File: config.mk
export PLATFORM = sky130hd
export DESIGN_NAME = clk_div_ctrl
export DESIGN_NICKNAME = d
export VERILOG_FILES = /design/src/rtl/clk_div_pkg.sv /design/src/rtl/clk_div_core.sv /design/src/rtl/clk_div_ctrl.sv
export SDC_FILE = /design/constraint.sdc
export NUM_CORES = 1
export LEC_CHECK = 0
export CAP_MARGIN = 10
export CORE_MARGIN = 2
export CORE_UTILIZATION = 50
export CTS_BUF_LIST = sky130_fd_sc_hd__clkbuf_2
export DETAILED_ROUTE_END_ITERATION = 8
export DONT_BUFFER_PORTS = 1
export GPL_ROUTABILITY_DRIVEN = 0
export SYNTH_ARGS = -nofsm -noshare
export SYNTH_HDL_FRONTEND = slang
export SYNTH_HIERARCHICAL = 1
export SYNTH_SLANG_ARGS = --single-unit
File: constraint.sdc
create_clock -name clk -period 3.6 [get_ports clk]
set_clock_uncertainty 0.05 [all_clocks]
set_input_delay 0.9 -clock clk [delete_from_list [all_inputs] [get_ports clk]]
set_output_delay 0.9 -clock clk [all_outputs]
set_load 0.1 [all_outputs]
File: src/rtl/clk_div_pkg.sv
// Shared types and helpers for the programmable clock divider controller.
package clk_div_pkg;

  // Controller states. PEND is RUN with a ratio change waiting for a boundary.
  typedef enum logic [1:0] {
    IDLE = 2'd0,
    RUN  = 2'd1,
    PEND = 2'd2,
    STOP = 2'd3
  } state_t;

  // Smallest ratio that produces a real high and low phase.
  localparam int DIV_MIN = 2;

  // Length of the high phase for ratio n: ceil(n/2).
  function automatic int unsigned hi_len(input int unsigned n);
    return n - (n >> 1);
  endfunction

endpackage

File: src/rtl/clk_div_core.sv
// Period counter and waveform generator. The controller decides when the
// counter runs and when a new period starts; this block only counts and
// shapes out_clk so that the high phase comes first and the low phase last.
module clk_div_core
  import clk_div_pkg::*;
#(
  parameter int CNT_W = 8
) (
  input  logic             clk,
  input  logic             rst,
  input  logic [CNT_W-1:0] ratio,
  input  logic             run,
  input  logic             load,
  output logic             out_clk,
  output logic             tick,
  output logic             boundary
);

  logic [CNT_W-1:0] cnt;
  logic [CNT_W-1:0] cnt_inc;
  logic [CNT_W-1:0] hi;

  // cnt never exceeds ratio-1, so the increment cannot wrap even at the
  // largest ratio.
  assign cnt_inc  = cnt + 1'b1;
  assign hi       = CNT_W'(hi_len(32'(ratio)));
  assign boundary = (cnt == ratio - 1'b1);

  // Counter and registered waveform; a load starts a fresh period with a rising edge.
  always_ff @(posedge clk) begin
    if (rst) begin
      cnt     <= '0;
      out_clk <= 1'b0;
      tick    <= 1'b0;
    end else if (!run) begin
      cnt     <= '0;
      out_clk <= 1'b0;
      tick    <= 1'b0;
    end else if (load) begin
      cnt     <= '0;
      out_clk <= 1'b1;
      tick    <= 1'b1;
    end else begin
      cnt     <= cnt_inc;
      out_clk <= (cnt_inc < hi);
      tick    <= 1'b0;
    end
  end

endmodule

File: src/rtl/clk_div_ctrl.sv
// Run/stop and ratio controller for a programmable integer clock divider.
// Ratio changes are deferred to a period boundary so the divided clock never
// shows a runt or stretched pulse.
module clk_div_ctrl
  import clk_div_pkg::*;
#(
  parameter int CNT_W       = 8,
  parameter int DEFAULT_DIV = 4
) (
  input  logic             clk,
  input  logic             rst,
  input  logic             en,
  input  logic             cfg_valid,
  input  logic [CNT_W-1:0] cfg_div,
  output logic             cfg_ready,
  output logic             out_clk,
  output logic             tick,
  output logic             busy,
  output logic             err,
  output logic [CNT_W-1:0] cur_div
);

  state_t           state;
  state_t           state_next;
  logic [CNT_W-1:0] pend_div;
  logic             core_boundary;
  logic             counting;
  logic             bnd;
  logic             run;
  logic             load;
  logic             xfer;
  logic             illegal;
  logic             legal_xfer;

  // Handshake: a ratio transfers on any cycle with cfg_valid & cfg_ready.
  // cfg_ready depends only on busy (a register), never on cfg_valid, and
  // stays low while a previously accepted ratio waits for its boundary.
  assign cfg_ready  = !busy;
  assign xfer       = cfg_valid && cfg_ready;
  assign illegal    = (cfg_div < CNT_W'(DIV_MIN));
  assign legal_xfer = xfer && !illegal;

  assign counting = (state != IDLE);
  assign bnd      = counting && core_boundary;
  assign run      = (state_next != IDLE);
  assign load     = run && ((state == IDLE) || bnd);

  // Next-state selection for the run/stop controller.
  always_comb begin
    state_next = state;
    case (state)
      IDLE: state_next = en ? RUN : IDLE;
      RUN: begin
        if (!en)             state_next = bnd ? IDLE : STOP;
        else if (legal_xfer) state_next = PEND;
        else                 state_next = RUN;
      end
      PEND: begin
        if (!en)      state_next = bnd ? IDLE : STOP;
        else if (bnd) state_next = RUN;
        else          state_next = PEND;
      end
      STOP: state_next = bnd ? IDLE : STOP;
      default: state_next = IDLE;
    endcase
  end

  // State, ratio registers and error pulse.
  always_ff @(posedge clk) begin
    if (rst) begin
      state    <= IDLE;
      cur_div  <= CNT_W'(DEFAULT_DIV);
      pend_div <= CNT_W'(DEFAULT_DIV);
      busy     <= 1'b0;
      err      <= 1'b0;
    end else begin
      state <= state_next;
      err   <= xfer && illegal;
      // A pending ratio is applied at the next boundary; if it was accepted
      // on the boundary that returned to IDLE it is applied in IDLE instead.
      if (busy && (bnd || (state == IDLE))) begin
        cur_div <= pend_div;
        busy    <= 1'b0;
      end else if (legal_xfer) begin
        if (state == IDLE) begin
          cur_div <= cfg_div;
        end else begin
          pend_div <= cfg_div;
          busy     <= 1'b1;
        end
      end
    end
  end

  clk_div_core #(
    .CNT_W(CNT_W)
  ) u_core (
    .clk      (clk),
    .rst      (rst),
    .ratio    (cur_div),
    .run      (run),
    .load     (load),
    .out_clk  (out_clk),
    .tick     (tick),
    .boundary (core_boundary)
  );

endmodule

==> out/qor.txt <==
Inserted Diodes -> 0
Data arrival, critical path -> 3460 ps
Initial antenna violation count -> 0
CP Launch Point -> cur_div[2]
I/O pin cnt -> 25
Total vias in the final route -> 1693
Seq pwr share -> 0.347
Reg2reg start -> cur_div[2]
Layout cells sized above 1 -> 0.1559
Initial Util -> 0.5288
DRT iter0 DRCs -> 41
#FFs+latches synth -> 30
Netlist cell types -> 43
First-pass GRT wire length -> 7.058 mm
Fillers -> 394
Setup Fix Bufs, Post-CTS -> 0
CTS tree -> built
Fin crit period -> 3243 ps
Worst-margin pin slew -> 928.0 ps
Routed len/inst -> 13.81 um
Row count -> 23
Seq/Total Area, Yosys -> 0.2779
Final #Nets -> 302
Fmax -> 0.3083 GHz
Post-Syn Area -> 2161 um2
Syn. warnings -> 6
CTS Buffer Depth -> 2
Area delta synth->final -> 8.222%
Number of global-route vias before repair -> 1553
Data required, critical path -> 3820 ps
Critical path class -> flop to flop
Post-Route Setup TNS -> 0 ps
Critical Path Sink Type -> flop
Switching share of power -> 0.4650
Slew Viols, Final -> 0
H-Tree Depth -> 2
Syn nets -> 289
Die height -> 69.74 um
Switching power -> 562.9 uW
TritonCTS buffer count -> 5
Clk pwr share -> 0.136
Int Pwr -> 647.8 uW
Core ar. -> 4086 um2
DRC violations left -> 0
Slew HR -> 0.3805
Fin Hold WS -> 449.0 ps
CTS Root Cell -> clkbuf_2
Port buffer count -> 0
Combinational power share -> 0.517
Syn Inst Count -> 249
Vias per cell -> 5.409
Hold Startpoint -> pend_div[0]
Pleak -> 0.0009667 uW
Final Util -> 0.5723
Worst ir drop on vdd -> 0.0002711 V
Clock sinks -> 30
Crit path max fanout -> 5
Post-DRT Antenna Nets -> 0
Final setup fails -> 0
Final WL -> 4.321 mm
Critical path startpoint category -> flop
Min-delay worst type -> flop to flop
Largest net degree at the start of global routing -> 23
Power Density -> 517.7 nW/um2
Syn Area/Cell -> 8.678 um2
Grt total ovfl -> 0
Die X-Extent -> 69.74 um
Worst reg2reg path depth -> 14
Finished Layout Cells -> 313
Setup ws final -> 356.8 ps
Hold path depth -> 2
CTS clk-pin slew, worst paths -> 160 ps
Post-detail-place hpwl -> 3.461 mm
Placed insts -> 305
Die area -> 4864 um2
Clock Latency Late Sink -> 360 ps
GR Util All Layers -> 0.1828
RSZ-0062 raised after global routing -> false
Max-cap violations -> 0
Status -> finished clean
Pre-CTS setup slack -> 219.0 ps
Post-route clock period utilization -> 0.9009
Final Hold Viols -> 0
Iteration count of the initial detailed-routing pass -> 4
-- state kept, by name, summed over array words and instances, names as in the netlist --
name	count
cur_div	8
pend_div	8
u_core/cnt	8
state	2
busy	1
err	1
u_core/out_clk	1
u_core/tick	1
-- what timing repair did --
| action | 4_1_cts | 5_1_grt |
|---|---|---|
| hold buffers | 0 | 0 |
| setup endpoints to repair | 0 | 9 |
| resized for setup | 0 | 5 |
-- final cells by class --
cell class	count	area [um2]	share of cell area
clock buffers	6	30.03	0.01284
clock inverters	2	10.01	0.004280
inverters	20	75.07	0.03210
multi-input cells	191	1445	0.6180
flip-flops and latches	30	610.6	0.2611
well taps	50	62.56	0.02675
repair buffers	14	105.1	0.04494
-- cells by family after synthesis --
logic type                 share of synthesized area
AOI/OAI and AO/OA                             0.1789
xor gates and xnor gates                      0.1013
adders and majority gates                     0.1656
buffers and inverters                        0.05559
DFF                                           0.2779
muxes                                        0.03243
and+or+nand+nor                               0.1882
-- cell usage after synthesis, drive strengths merged --
cell	number	area (um2)
o21bai	5	37.54
nand2	21	78.83
o21ai	8	40.03
or4	1	7.510
clkbuf	5	18.77
ha	27	337.8
or2	1	6.260
inv	20	75.07
fa	1	20.02
a31o	1	8.760
and3	3	18.77
nor2b	11	71.32
a31oi	2	12.51
nand2b	2	12.51
a211oi	5	37.54
nor2	20	75.07
a21o	1	7.510
nor3b	1	7.510
nor4b	1	8.760
nor3	10	55.05
o211ai	2	15.01
or3	1	6.260
o31ai	1	7.510
o211a	1	10.01
a21oi	10	50.05
nor4	4	25.02
a311oi	7	105.1
and2	2	12.51
a2111oi	2	23.77
xor2	8	70.07
a211o	1	8.760
nand3	3	15.01
dfxtp	30	600.6
xnor2	17	148.9
buf	3	26.27
a21boi	3	22.52
mux2i	7	70.07
nand4	1	6.260
-- layout by cell type, fill, tap and decap left out, types with 3 or more instances in the layout --
| master | netlist | routed |
|---|---|---|
| a311oi_2 | 7 | 7 |
| a21oi_1 | 10 | 10 |
| mux2i_1 | 7 | 7 |
| nand2_1 | 21 | 21 |
| nor4_1 | 4 | 4 |
| nor2_1 | 20 | 20 |
| dfxtp_1 | 30 | 24 |
| xnor2_1 | 17 | 17 |
| o21ai_1 | 1 | 3 |
| o21bai_1 | 5 | 5 |
| xor2_1 | 8 | 8 |
| ha_1 | 27 | 27 |
| dfxtp_2 | 0 | 5 |
| and3_1 | 3 | 3 |
| inv_1 | 20 | 20 |
| nor3_1 | 9 | 9 |
| a211oi_1 | 5 | 5 |
| nand3_1 | 3 | 3 |
| clkbuf_2 | 0 | 6 |
| buf_4 | 0 | 14 |
| nor2b_1 | 10 | 9 |
| o21ai_0 | 7 | 5 |
-- stage by stage --
stage | power [uW] | instance area (um2)
3_3_place_gp | 1045 | 2293
3_5_place_dp | 1053 | 2293
5_1_grt | 1306 | 2338
4_1_cts | 1221 | 2333
6_report | 1211 | 2338
2_1_floorplan | 944.8 | 2171
-- power by group through the flow --
stage                     logic (uW)  registers [uW]  clock network, uW
after floorplan                  400             545                  0
after global placement           618             428                  0
after detailed placement         625             428                  0
after CTS                        627             421                173
after global routing             697             426                183
final                            626             420                164
-- routing by layer --
metal | wire length, um | track usage | part of all wire | vias up
li1 | - | - | - | 890
met1 | 1971 | 0.2235 | 0.46 | 762
met2 | 2099 | 0.3162 | 0.49 | 36
met3 | 213 | 0.04797 | 0.049 | 5
met4 | 37 | 0.05128 | 0.0086 | 0
met5 | 0 | 0 | 0 | -
-- path summary, 6_finish.rpt --
check	end	slack, ps
worst max-delay path	u_core/out_clk	360
worst min-delay path	cur_div[0]	450
worst max register to register	u_core/out_clk	360
worst min register to register	cur_div[0]	450
-- worst max-delay path: stages (launching register included) --
cell	delay, ps
dfxtp_4	370
inv_1	90
ha_1	190
nor2b_2	160
o21ai_1	200
a21boi_1	110
xnor2_1	130
nor4_1	360
o21ai_0	210
ha_1	240
o31ai_1	370
a31oi_1	160
nor2b_2	200
and2_1	160
o21bai_1	140
Note: power is estimated with default switching activity, not from simulation.
==> patch: new RTL, same flow settings <==
`CNT_W` is set to 8 in 2 places; all go to 10.
--- a/src/rtl/clk_div_core.sv
+++ b/src/rtl/clk_div_core.sv
@@ -4,7 +4,7 @@
 module clk_div_core
   import clk_div_pkg::*;
 #(
-  parameter int CNT_W = 8
+  parameter int CNT_W = 10
 ) (
   input  logic             clk,
   input  logic             rst,
--- a/src/rtl/clk_div_ctrl.sv
+++ b/src/rtl/clk_div_ctrl.sv
@@ -4,7 +4,7 @@
 module clk_div_ctrl
   import clk_div_pkg::*;
 #(
-  parameter int CNT_W       = 8,
+  parameter int CNT_W       = 10,
   parameter int DEFAULT_DIV = 4
 ) (
   input  logic             clk,
Interface: changed (resized cfg_div and cur_div); port bits go from 25 to 29. No check against the original RTL was run, so the function may have changed too.
==> patch against the unedited design <==
Wire length increased by 36%; highest routed layer unchanged; area after synthesis up 31%; sequential cell count increased by 6; global-route usage grew 2.0 points; critical endpoint is now u_core/cnt[9]$_SDFF_PP0_; largest power group unchanged; final area rose by 31%; worst setup slack worse by 100 ps; first-iteration DRC count increased to 3.2 times the old value; combinational power is 23% higher; power rose by 25%.
==> patch: results (changes against the unedited design) <==
| Metric | Value | Delta |
|:---|:---|:---|
| Sum of met3 wire segment lengths after detailed routing | 237 um | was 213 um |
| Cells after Synth | 321 | was 249 |
| Final instance count without filler cells | 407 | was 313 |
| Top Registers | cur_div: 10 flops, pend_div: 10 flops, u_core/cnt: 10 flops | was cur_div: 8 flops, pend_div: 8 flops, u_core/cnt: 8 flops |
| Syn nets | 369 | was 289 |
| Pleak | 0.00129 uW | was 0.000967 uW |
| Cell types with the largest area share after synthesis | sky130_fd_sc_hd__dfxtp_1 26%, sky130_fd_sc_hd__ha_1 15%, sky130_fd_sc_hd__xnor2_1 5.6% | was sky130_fd_sc_hd__dfxtp_1 28%, sky130_fd_sc_hd__ha_1 16%, sky130_fd_sc_hd__xnor2_1 6.9% |
| Number of setup violations in the final report | 0 | unchanged |
| Minimum setup slack among reg-to-reg paths | 260 ps | was 360 ps |
| Met3 track demand over resource in global routing | 5.45% | was 4.80% |
| Fraction of layout cells with a size suffix above 1 | 16.4% | was 15.6% |
| Clock latency at the later pin of the worst-skew pair | 380 ps | was 360 ps |
| Via count of the first global-routing pass | 2,070 | was 1,553 |
| Top delay family on crit path | simple AND/OR/NAND/NOR gates | was compound AO/OA/AOI/OAI gates |
| Overall fraction of global-route tracks in use | 20.3% | was 18.3% |
| Routed wl met2 | 2780 um | was 2100 um |
| Run status | completed | unchanged |
| Sequential area share after synthesis | 25.6% | was 27.8% |
| Post-place setup slack | 156 ps | was 219 ps |
| Total number of nets in the final design | 382 | was 302 |
| Delay contributed by the slowest stage of the critical path | 410 ps | was 370 ps |
| DP HPWL | 4640 um | was 3460 um |
| Pin slew with the least headroom to its limit | 938 ps | was 928 ps |
| Maximum fanout along the worst path | 10 | was 5 |
| Inst Count DP | 398 | was 305 |
| Signal arrival time at the worst endpoint | 3590 ps | was 3460 ps |
| Cell depth of the worst flop-to-flop path | 15 | was 14 |
| Worst voltage drop across the vdd grid | 203 uV | was 271 uV |
| Routed vias | 2,160 | was 1,693 |
| Most frequent cells after synthesis | 36 x sky130_fd_sc_hd__dfxtp_1, 33 x sky130_fd_sc_hd__ha_1, 27 x sky130_fd_sc_hd__inv_1, 25 x sky130_fd_sc_hd__nand2_1, 23 x sky130_fd_sc_hd__nand2b_1 | was 30 x sky130_fd_sc_hd__dfxtp_1, 27 x sky130_fd_sc_hd__ha_1, 21 x sky130_fd_sc_hd__nand2_1, 20 x sky130_fd_sc_hd__inv_1, 20 x sky130_fd_sc_hd__nor2_1 |
| Number of distinct library cell variants in the gate-level netlist after synthesis | 52 | was 43 |
| Average wire per cell in the routed design | 14.4 um | was 13.8 um |
| Pin count of the biggest net entering global routing | 37 | was 23 |
| Origin of the worst min-delay path | pend_div[3]$_SDFFE_PP0P_ | was pend_div[0]$_SDFFE_PP0P_ |
| Clock-pin slew of the registers on the worst-case setup and hold paths | 180 ps | was 160 ps |
[patch: cell types whose count changed after synthesis, sizes merged, moves of 4 or more]
| cell | delta |
|---|---|
| buf | +4 |
| dfxtp | +6 |
| ha | +6 |
| inv | +7 |
| nand2 | +4 |
| nand2b | +21 |
| nand3 | +4 |
| nor3 | +4 |
| xor2 | +6 |
[patch: stage by stage]
step / util, % / power [uW] / hold slack, ps
detailed placement: 54.2 / 1260 / 410
global placement: 54.2 / 1240 / 408
CTS: 55.4 / 1510 / 440
global route: 55.9 / 1630 / 445
finish: 55.9 / 1510 / 438
floorplan: - / 1130 / 399
[patch: power groups by stage]
| stage | clock network [uW] | logic [uW] | registers, uW |
|---|---|---|---|
| floorplan | 0 | 503 | 626 |
| global placement | 0 | 749 | 494 |
| detailed placement | 0 | 759 | 496 |
| CTS | 263 | 761 | 487 |
| global route | 281 | 860 | 494 |
| finish | 252 | 770 | 487 |
[patch: repair_timing]
| item | 4_1_cts | 5_1_grt |
|---|---|---|
| gates resized for setup | 0 | 7 |
| buffers inserted | 0 | 1 |
| endpoints found under the setup margin | 0 | 11 |
[patch: worst max-delay path by stage]
stage / to / startpoint / cells past startpoint / slack (ps)
floorplan: u_core/cnt[9]$_SDFF_PP0_ / cur_div[5]$_SDFFE_PP0P_ / 14 / 30
global placement: u_core/cnt[9]$_SDFF_PP0_ / cur_div[2]$_SDFFE_PP1P_ / 15 / 170
detailed placement: u_core/cnt[9]$_SDFF_PP0_ / cur_div[2]$_SDFFE_PP1P_ / 15 / 160
CTS: u_core/cnt[9]$_SDFF_PP0_ / cur_div[2]$_SDFFE_PP1P_ / 15 / 100
global route: u_core/cnt[9]$_SDFF_PP0_ / cur_div[2]$_SDFFE_PP1P_ / 16 / 20
finish: u_core/cnt[9]$_SDFF_PP0_ / cur_div[0]$_SDFFE_PP0P_ / 15 / 260
[patch: logic make-up after synthesis]
group | count (synthesis) | synth area share (%)
flip-flops | 36 | 25.6
buffers and inverters | 38 | 6.48
adder cells (fa/ha/maj) | 34 | 15.4
XOR/XNOR | 32 | 10.2
multiplexers | 10 | 3.55
AO/OA/AOI/OAI | 56 | 16.8
AND/OR/NAND/NOR | 115 | 22.0
[patch: layout make-up]
| type | instances | area, sq um |
|---|---|---|
| clock buffer | 5 | 25.0 |
| multi-input combinational | 247 | 1940 |
| tap | 72 | 90.1 |
| timing repair buffer | 17 | 128 |
| sequential | 36 | 739 |
| clock inverter | 3 | 37.5 |
| inverter | 27 | 101 |
| fill | 520 | 2410 |
[patch: worst reg2reg max path: cells and delay by family (launching register included)]
family	cells	cell delay [ps]
flops	1	410
compound gates	5	850
simple gates	5	920
buf+inv	2	210
fa+ha+maj	2	670
xor+xnor	1	160
